<file path="src/rtl/cam_frame_stats.sv">
// DVP camera capture: synchronises the camera bus into clk, assembles RGB565/RGB332
// pixels and publishes per-frame total and green pixel counts with saturation reporting.
module cam_frame_stats #(
  parameter int PIX_MODE = 0,
  parameter int CNT_W    = 16,
  parameter int G_MIN    = 16,
  parameter int MARGIN   = 8
) (
  input  logic             clk,
  input  logic             rst_n,
  input  logic             enable,
  input  logic             cam_vsync,
  input  logic             cam_href,
  input  logic             cam_pclk,
  input  logic [7:0]       cam_data,
  output logic [CNT_W-1:0] pixel_count,
  output logic [CNT_W-1:0] green_count,
  output logic             stats_valid,
  output logic             frame_overflow,
  output logic             busy
);

  typedef enum logic [1:0] {IDLE, FRAME, PUBLISH} state_t;

  localparam logic [CNT_W-1:0] CNT_MAX = '1;
  localparam logic [6:0]       G_MIN7  = 7'(G_MIN);
  localparam logic [6:0]       MARGIN7 = 7'(MARGIN);

  state_t           state, state_nxt;
  logic [2:0]       vsync_s, href_s, pclk_s;
  logic [7:0]       data_d0, data_d1;
  logic             vsync_rise, vsync_fall, href_rise, pclk_rise;
  logic             byte_stb, phase, phase_cur, pix_done, is_green;
  logic [7:0]       hi_byte;
  logic [5:0]       r6, g6, b6;
  logic [CNT_W-1:0] pix_cnt, grn_cnt;
  logic             ovf;

  // Stages [1:0] synchronise, stage [2] is the edge-detect delay. Data runs two
  // stages so the byte in data_d1 is the one present when pclk_s[0] saw the rise.
  always_ff @(posedge clk or negedge rst_n) begin
    if (!rst_n) begin
      vsync_s <= '0;
      href_s  <= '0;
      pclk_s  <= '0;
      data_d0 <= '0;
      data_d1 <= '0;
    end else begin
      vsync_s <= {vsync_s[1:0], cam_vsync};
      href_s  <= {href_s[1:0], cam_href};
      pclk_s  <= {pclk_s[1:0], cam_pclk};
      data_d0 <= cam_data;
      data_d1 <= data_d0;
    end
  end

  assign vsync_rise = vsync_s[1] & ~vsync_s[2];
  assign vsync_fall = ~vsync_s[1] & vsync_s[2];
  assign href_rise  = href_s[1] & ~href_s[2];
  assign pclk_rise  = pclk_s[1] & ~pclk_s[2];
  assign byte_stb   = (state == FRAME) && href_s[1] && pclk_rise;
  assign phase_cur  = href_rise ? 1'b0 : phase;

  // Pixel assembly and 6-bit normalisation.
  always_comb begin
    pix_done = 1'b0;
    r6       = '0;
    g6       = '0;
    b6       = '0;
    if (PIX_MODE == 0) begin
      pix_done = byte_stb && phase_cur;
      r6       = {hi_byte[7:3], hi_byte[7]};
      g6       = {hi_byte[2:0], data_d1[7:5]};
      b6       = {data_d1[4:0], data_d1[4]};
    end else begin
      pix_done = byte_stb;
      r6       = {data_d1[7:5], data_d1[7:5]};
      g6       = {data_d1[4:2], data_d1[4:2]};
      b6       = {3{data_d1[1:0]}};
    end
  end

  // 7-bit compare so r6 + MARGIN cannot wrap.
  assign is_green = ({1'b0, g6} >= G_MIN7) &&
                    ({1'b0, g6} >= ({1'b0, r6} + MARGIN7)) &&
                    ({1'b0, g6} >= ({1'b0, b6} + MARGIN7));

  always_ff @(posedge clk or negedge rst_n) begin
    if (!rst_n) state <= IDLE;
    else        state <= state_nxt;
  end

  always_comb begin
    state_nxt = state;
    case (state)
      IDLE:    if (vsync_fall && enable) state_nxt = FRAME;
      FRAME:   if (vsync_rise) state_nxt = PUBLISH;
      PUBLISH: state_nxt = IDLE;
      default: state_nxt = IDLE;
    endcase
  end

  // Working counters; a pixel completing alongside the vsync rise still lands here
  // before PUBLISH copies them out.
  always_ff @(posedge clk or negedge rst_n) begin
    if (!rst_n) begin
      phase   <= 1'b0;
      hi_byte <= '0;
      pix_cnt <= '0;
      grn_cnt <= '0;
      ovf     <= 1'b0;
    end else if (state == IDLE && vsync_fall && enable) begin
      phase   <= 1'b0;
      pix_cnt <= '0;
      grn_cnt <= '0;
      ovf     <= 1'b0;
    end else begin
      if (byte_stb) begin
        phase <= ~phase_cur;
        if (!phase_cur) hi_byte <= data_d1;
      end else if (href_rise) begin
        phase <= 1'b0;
      end
      if (pix_done) begin
        if (pix_cnt == CNT_MAX) ovf <= 1'b1;
        else                    pix_cnt <= pix_cnt + 1'b1;
        if (is_green) begin
          if (grn_cnt == CNT_MAX) ovf <= 1'b1;
          else                    grn_cnt <= grn_cnt + 1'b1;
        end
      end
    end
  end

  // stats_valid pulses for one cycle together with the newly published counts;
  // there is no backpressure, consumers must take the values on that cycle or later.
  always_ff @(posedge clk or negedge rst_n) begin
    if (!rst_n) begin
      pixel_count    <= '0;
      green_count    <= '0;
      frame_overflow <= 1'b0;
      stats_valid    <= 1'b0;
    end else begin
      stats_valid <= (state == PUBLISH);
      if (state == PUBLISH) begin
        pixel_count    <= pix_cnt;
        green_count    <= grn_cnt;
        frame_overflow <= ovf;
      end
    end
  end

  assign busy = (state == FRAME);

endmodule

</file>
<file path="config.mk">
export PLATFORM = sky130hd
export DESIGN_NAME = cam_frame_stats
export DESIGN_NICKNAME = d
export VERILOG_FILES = /design/src/rtl/cam_frame_stats.sv
export SDC_FILE = /design/constraint.sdc
export NUM_CORES = 1
export LEC_CHECK = 0
export ABC_AREA = 1
export CORE_ASPECT_RATIO = 0.6
export CORE_MARGIN = 1.5
export CORE_UTILIZATION = 55
export DETAILED_ROUTE_END_ITERATION = 7
export HOLD_SLACK_MARGIN = 0.15
export MAX_ROUTING_LAYER = met4
export PLACE_DENSITY = 0.89
export SETUP_SLACK_MARGIN = 0.02
export SLEW_MARGIN = 20
export SYNTH_ARGS = -nofsm -noshare
export SYNTH_HDL_FRONTEND = slang
export SYNTH_SLANG_ARGS = --single-unit
</file>
<file path="constraint.sdc">
create_clock -name clk -period 4.8 [get_ports clk]
set_input_delay 0.48 -clock clk [delete_from_list [all_inputs] [get_ports clk]]
set_output_delay 0.48 -clock clk [all_outputs]
set_load 0.02 [all_outputs]
</file>
=== Yosys cells after proc, flatten, opt, wreduce, memory -nomap -nowiden ===
Cells that the tools add are included.

* Word-level logic and storage cells: 73
* Output and inout bits: 35
* Register bits: 103
* Input port bits: 14

* Equality and inequality tests: 8
* Reductions and logical operators: 15
* Muxes and demuxes: 18
* Bitwise logic cells: 10
* $lt $le $gt $ge: 3
* $add $sub $neg: 4

{| class="wikitable"
|+ Operator list
! cell !! number
|-
| 16-bit 2-to-1 mux || 7
|-
| 16-bit by 1-bit adder with 16-bit output, second input constant || 2
|-
| 16-bit equality test, second input constant || 2
|-
| 6-bit by 4-bit adder with 7-bit output, second input constant || 2
|-
| 6-bit by 7-bit >= comparator with 1-bit output || 2
|-
| 1-bit logical AND || 8
|-
| 1-bit 2-to-1 mux || 8
|-
| 6-bit by 5-bit >= comparator with 1-bit output, second input constant || 1
|-
| 2-bit inequality test, second input constant || 3
|-
| 1-bit inverter || 6
|-
| 3-bit AND reduction || 2
|-
| 1-bit bitwise AND || 4
|-
| 2-bit 2-to-1 mux || 2
|-
| 2-bit case mux with 2 select lines || 1
|-
| 2-bit AND reduction || 2
|-
| 2-bit nonzero test || 2
|-
| 2-bit by 1-bit equality test with 1-bit output, second input constant || 1
|-
| 2-bit equality test, second input constant || 1
|-
| 2-bit zero test || 1
|-
| 2-bit by 1-bit inequality test with 1-bit output, second input constant || 1
|}

=== Depth between registers and ports, before layout ===
* Word-level depth: 7
* Gate-level depth with buffers: 15
* Depth with buffers taken out: 15

=== Worst setup path before layout ===
OpenSTA, ideal clock, no wires.

* Path kind: register to register
* Start point: register data_d1[2]
* End point: register grn_cnt[11]
* Buffers on the path: 1
* Stages on the path, launching flop included: 14
* Clock period less this slack: 2.050 ns
* Path slack: 2.750 ns
* Required time: 4.735 ns
* Data arrival time: 1.985 ns
* Setup time: 0.065 ns
* Cell sequence: dfrtp_1 -> ha_1 -> xnor2_1 -> ha_1 -> a21oi_1 -> nand2_1 -> nand2_1 -> a21oi_1 -> nand2_1 -> clkinv_1 -> nand2_4 -> buf_12 -> nand3_2 -> nand2_1

* Longest elaborated chain between the ends: 5

{| class="wikitable"
|+ Ends and longest elaborated chain
! what !! RTL line !! source
|-
| from (decl) || 31 || <nowiki>logic [7:0] data_d0, data_d1;</nowiki>
|-
| from (signal assigned) || 53 || <nowiki>data_d1 <= data_d0;</nowiki>
|-
| 6-bit by 4-bit adder with 7-bit output || 86 || <nowiki>({1'b0, g6} >= ({1'b0, b6} + MARGIN7));</nowiki>
|-
| 6-bit by 7-bit >= comparator with 1-bit output || 86 ||
|-
| 1-bit logical AND || 85 || <nowiki>({1'b0, g6} >= ({1'b0, r6} + MARGIN7)) &&</nowiki>
|-
| 2-bit nonzero test (no line) || -- ||
|-
| 3-bit AND reduction (no line) || -- ||
|-
| to (signal assigned) || 129 || <nowiki>else grn_cnt <= grn_cnt + 1'b1;</nowiki>
|-
| to (decl) || 36 || <nowiki>logic [CNT_W-1:0] pix_cnt, grn_cnt;</nowiki>
|}

Every way passes these cells.
A chain may end at the register's enable or synchronous reset.

=== Final worst setup path ===
* Start point: register state[0]
* End point: register green_count[9]

* Longest elaborated chain between the ends: 1

{| class="wikitable"
|+ Ends and longest elaborated chain
! what !! RTL line !! source
|-
| from (decl) || 29 || <nowiki>state_t state, state_nxt;</nowiki>
|-
| from (signal assigned) || 90 || <nowiki>else state <= state_nxt;</nowiki>
|-
| 2-bit equality test || 145 || <nowiki>if (state == PUBLISH) begin</nowiki>
|-
| to (signal assigned) || 147 || <nowiki>green_count <= grn_cnt;</nowiki>
|-
| to (decl) || 17 || <nowiki>output logic [CNT_W-1:0] green_count,</nowiki>
|}

Every way passes these cells.

==> impl_metrics.toml <==
[global_route]
grt_pass1_wl_um = 17620
grt.total_usage_pct = 25.80
grt.overflow.total = 0
grt_pass1_vias = 3612
grt_max_degree = 59
antenna_found_initial = 0

[finish]
n_fill_cell = 677
drive_gt1_share_pct = 8.291
diodes = 0
layout_common_cells = "nand2_1, dfrtp_1, inv_1, clkdlybuf4s50_1, nor2_1"
num-nets-final = 617
layoutNonFillerInstCount = 703
final_common_cell = "nand2_1"
syn_to_final_growth_pct = 17.75

[power]
power.leakage_nw = 2.661
intPower_w = 0.001659
p_sw_w = 0.0007683
vdd_drop_max_v = 0.0002443
p_per_area_nw_per_um2 = 426.3
power_frac_seq_pct = 45.3
pwr-share-clk_pct = 30.9
p_comb_share_pct = 23.8
swShare_pct = 31.65

[clock_tree]
cts_tree = "yes"
cts_setup_buffers = 0
clkLatencyLatePin_ns = 0.35
path_clk_slew_ns = 0.07
cts_buffers = 9
ctsResizeCount = 0
ctsHoldBuffers = 0
clockBufferDepth = 2
clock-root-buffer = "clkbuf_16"
cts.sinks = 103
cts.htree.levels = 3

[critical_path]
cp_max_fo = 40
crit_required_ns = 5.02
critPathKind = "reg2reg"
startpoint_type = "flop"
cp_data_arrival_time_ns = 3.01
crit_path_end_kind = "flop"

[logic_synthesis]
syn_avg_cell_area_um2 = 8.955
synth-simple-area-share_pct = 26.00
synthCells = 540
yosys_warnings = 0
synth_area_um2 = 4836
ys_seq_area_share_pct = 53.30
synth_compound_area_share_pct = 6.598
synth_top_family_by_area = "simple AND/OR/NAND/NOR gates"
syn-num-nets = 571
synthMuxAreaShare_pct = 0.6986
yosys.area_share.xor_xnor_pct = 3.079
synth-seq-cells = 103
ys_types = 36
synth-adder-area-share_pct = 4.398

[floorplanning]
core_area_um2 = 8523
die-area_um2 = 9382
die_w_um = 124.1
dieHeight_um = 75.63
start_util_pct = 56.74
num_io_pins = 49
rows = 26

[sta]
slew_headroom_pct = 28.55
final-max-slew-violation-count = 0
final_hold_viol_count = 0
rsz0062_at_grt = "false"
finalCriticalPeriod_ns = 2.799
clock.fmax_mhz = 357.3
timing.final.crit_share_pct = 58.30
tns_ns = 0
tightest_slew_ns = 1.068
fin_skew_ns = 0.005137
setup_violations = 0

[placed_design]
dp.cells = 687
io_buffer_count = 48
gp_congestion = 0.9533
dp_hpwl_um = 7493

[flow_run]
drv_cap = 0

[routing]
dr.pass1.iters = 5
drc = 0
wirelength_um = 10490
viasPerCell = 5.474
wl_per_cell_um = 14.92
dr_total_vias = 3848
drt_iter0_markers = 307
ant_nets = 0

[worst_hold_path]
hold_path.class = "in2async"

[run_status]
status = "finished, final reports clean"
==> through the flow <==
step	instance area [um2]	setup WS (ns)	hold slack, ns	power, W	utilization, %
floorplan	4836	2.750	0.1844	0.001458	-
global placement	5386	1.921	0.3331	0.001648	63.20
detailed placement	5386	1.813	0.3347	0.001691	63.20
CTS	5694	2.007	0.2091	0.002438	66.81
global route	5694	1.700	0.2453	0.002569	66.81
finish	5694	2.001	0.1871	0.002427	66.81
==> registers in the layout (all words and copies together), names as in the netlist <==
signal	cells
ovf	1
frame_overflow	1
pix_cnt	16
data_d1	8
pclk_s	3
data_d0	8
href_s	3
phase	1
pixel_count	16
hi_byte	8
grn_cnt	16
state	2
green_count	16
stats_valid	1
vsync_s	3
==> worst paths after layout <==
path / from / to / slack [ns] / cells after the start
max: state[0]$_DFFE_PN0P_ / green_count[9]$_DFFE_PN0P_ / 2.00 / 5
min: rst_n / data_d0[3]$_DFF_PN0_ / 0.19 / 1
max reg2reg: state[0]$_DFFE_PN0P_ / green_count[9]$_DFFE_PN0P_ / 2.00 / 5
min reg2reg: data_d0[7]$_DFF_PN0_ / data_d1[7]$_DFF_PN0_ / 0.35 / 0
max in group asynchronous: rst_n / state[0]$_DFFE_PN0P_ / 3.55 / 2
min in group clk: data_d0[7]$_DFF_PN0_ / data_d1[7]$_DFF_PN0_ / 0.35 / 0
==> Yosys cell counts, drive strengths merged <==
library cell	number	area, um2
o21ai	37	185.2
a211oi	1	7.510
inv	50	187.7
nor4	1	6.260
nand2	163	631.9
a21oi	11	55.05
or2	1	6.260
nand4	16	115.1
o22ai	1	6.260
nor3b	1	7.510
buf	7	52.55
a31oi	2	27.53
clkbuf	8	30.03
nand3	39	250.2
clkinv	3	16.27
ha	17	212.7
o31ai	5	37.54
nor2	43	183.9
nor3	10	50.05
and2	1	6.260
xnor2	3	26.28
xor2	14	122.6
dfrtp	103	2577
mux2	3	33.78
==> layer usage <==
| metal | vias up | GRT usage (%) | share of wire [%] |
|---|---|---|---|
| met2 | 131 | 39.26 | 46 |
| li1 | 1839 | - | - |
| met3 | 26 | 6.138 | 6.1 |
| met1 | 1852 | 34.51 | 46 |
| met4 | 0 | 8.712 | 1.9 |
| met5 | - | - | 0 |
==> critical path, cell delays in order, from the launching register on <==
cell	delay, ns
dfrtp_1	0.41
nor2_1	0.82
clkinv_1	0.76
buf_4	0.46
nand2_1	0.10
o21ai_0	0.10
==> logic make-up after synthesis <==
family,count (synthesis)
adders and majority gates,17
and+or+nand+nor,275
buffers and inverters,68
xor gates and xnor gates,17
muxes,3
DFF,103
AOI/OAI and AO/OA,57
==> power groups by stage <==
stage	clock network (W)	logic, W	registers (W)
after global placement	0	0.000541	0.00111
after CTS	0.000758	0.000582	0.00110
after global routing	0.000799	0.000652	0.00112
after detailed placement	0	0.000578	0.00111
final	0.000750	0.000578	0.00110
after floorplan	0	0.000311	0.00115
==> layout make-up <==
type / count / area, um2 / area share, %
timing repair buffer: 50 / 493.0 / 8.657
clock buffer: 10 / 239.0 / 4.197
multi-input combinational: 369 / 1972 / 34.63
clock inverter: 6 / 68.82 / 1.209
sequential: 103 / 2577 / 45.26
tap: 112 / 140.1 / 2.461
inverter: 53 / 203.9 / 3.582
No activity file was read; power rests on OpenSTA's default activity.
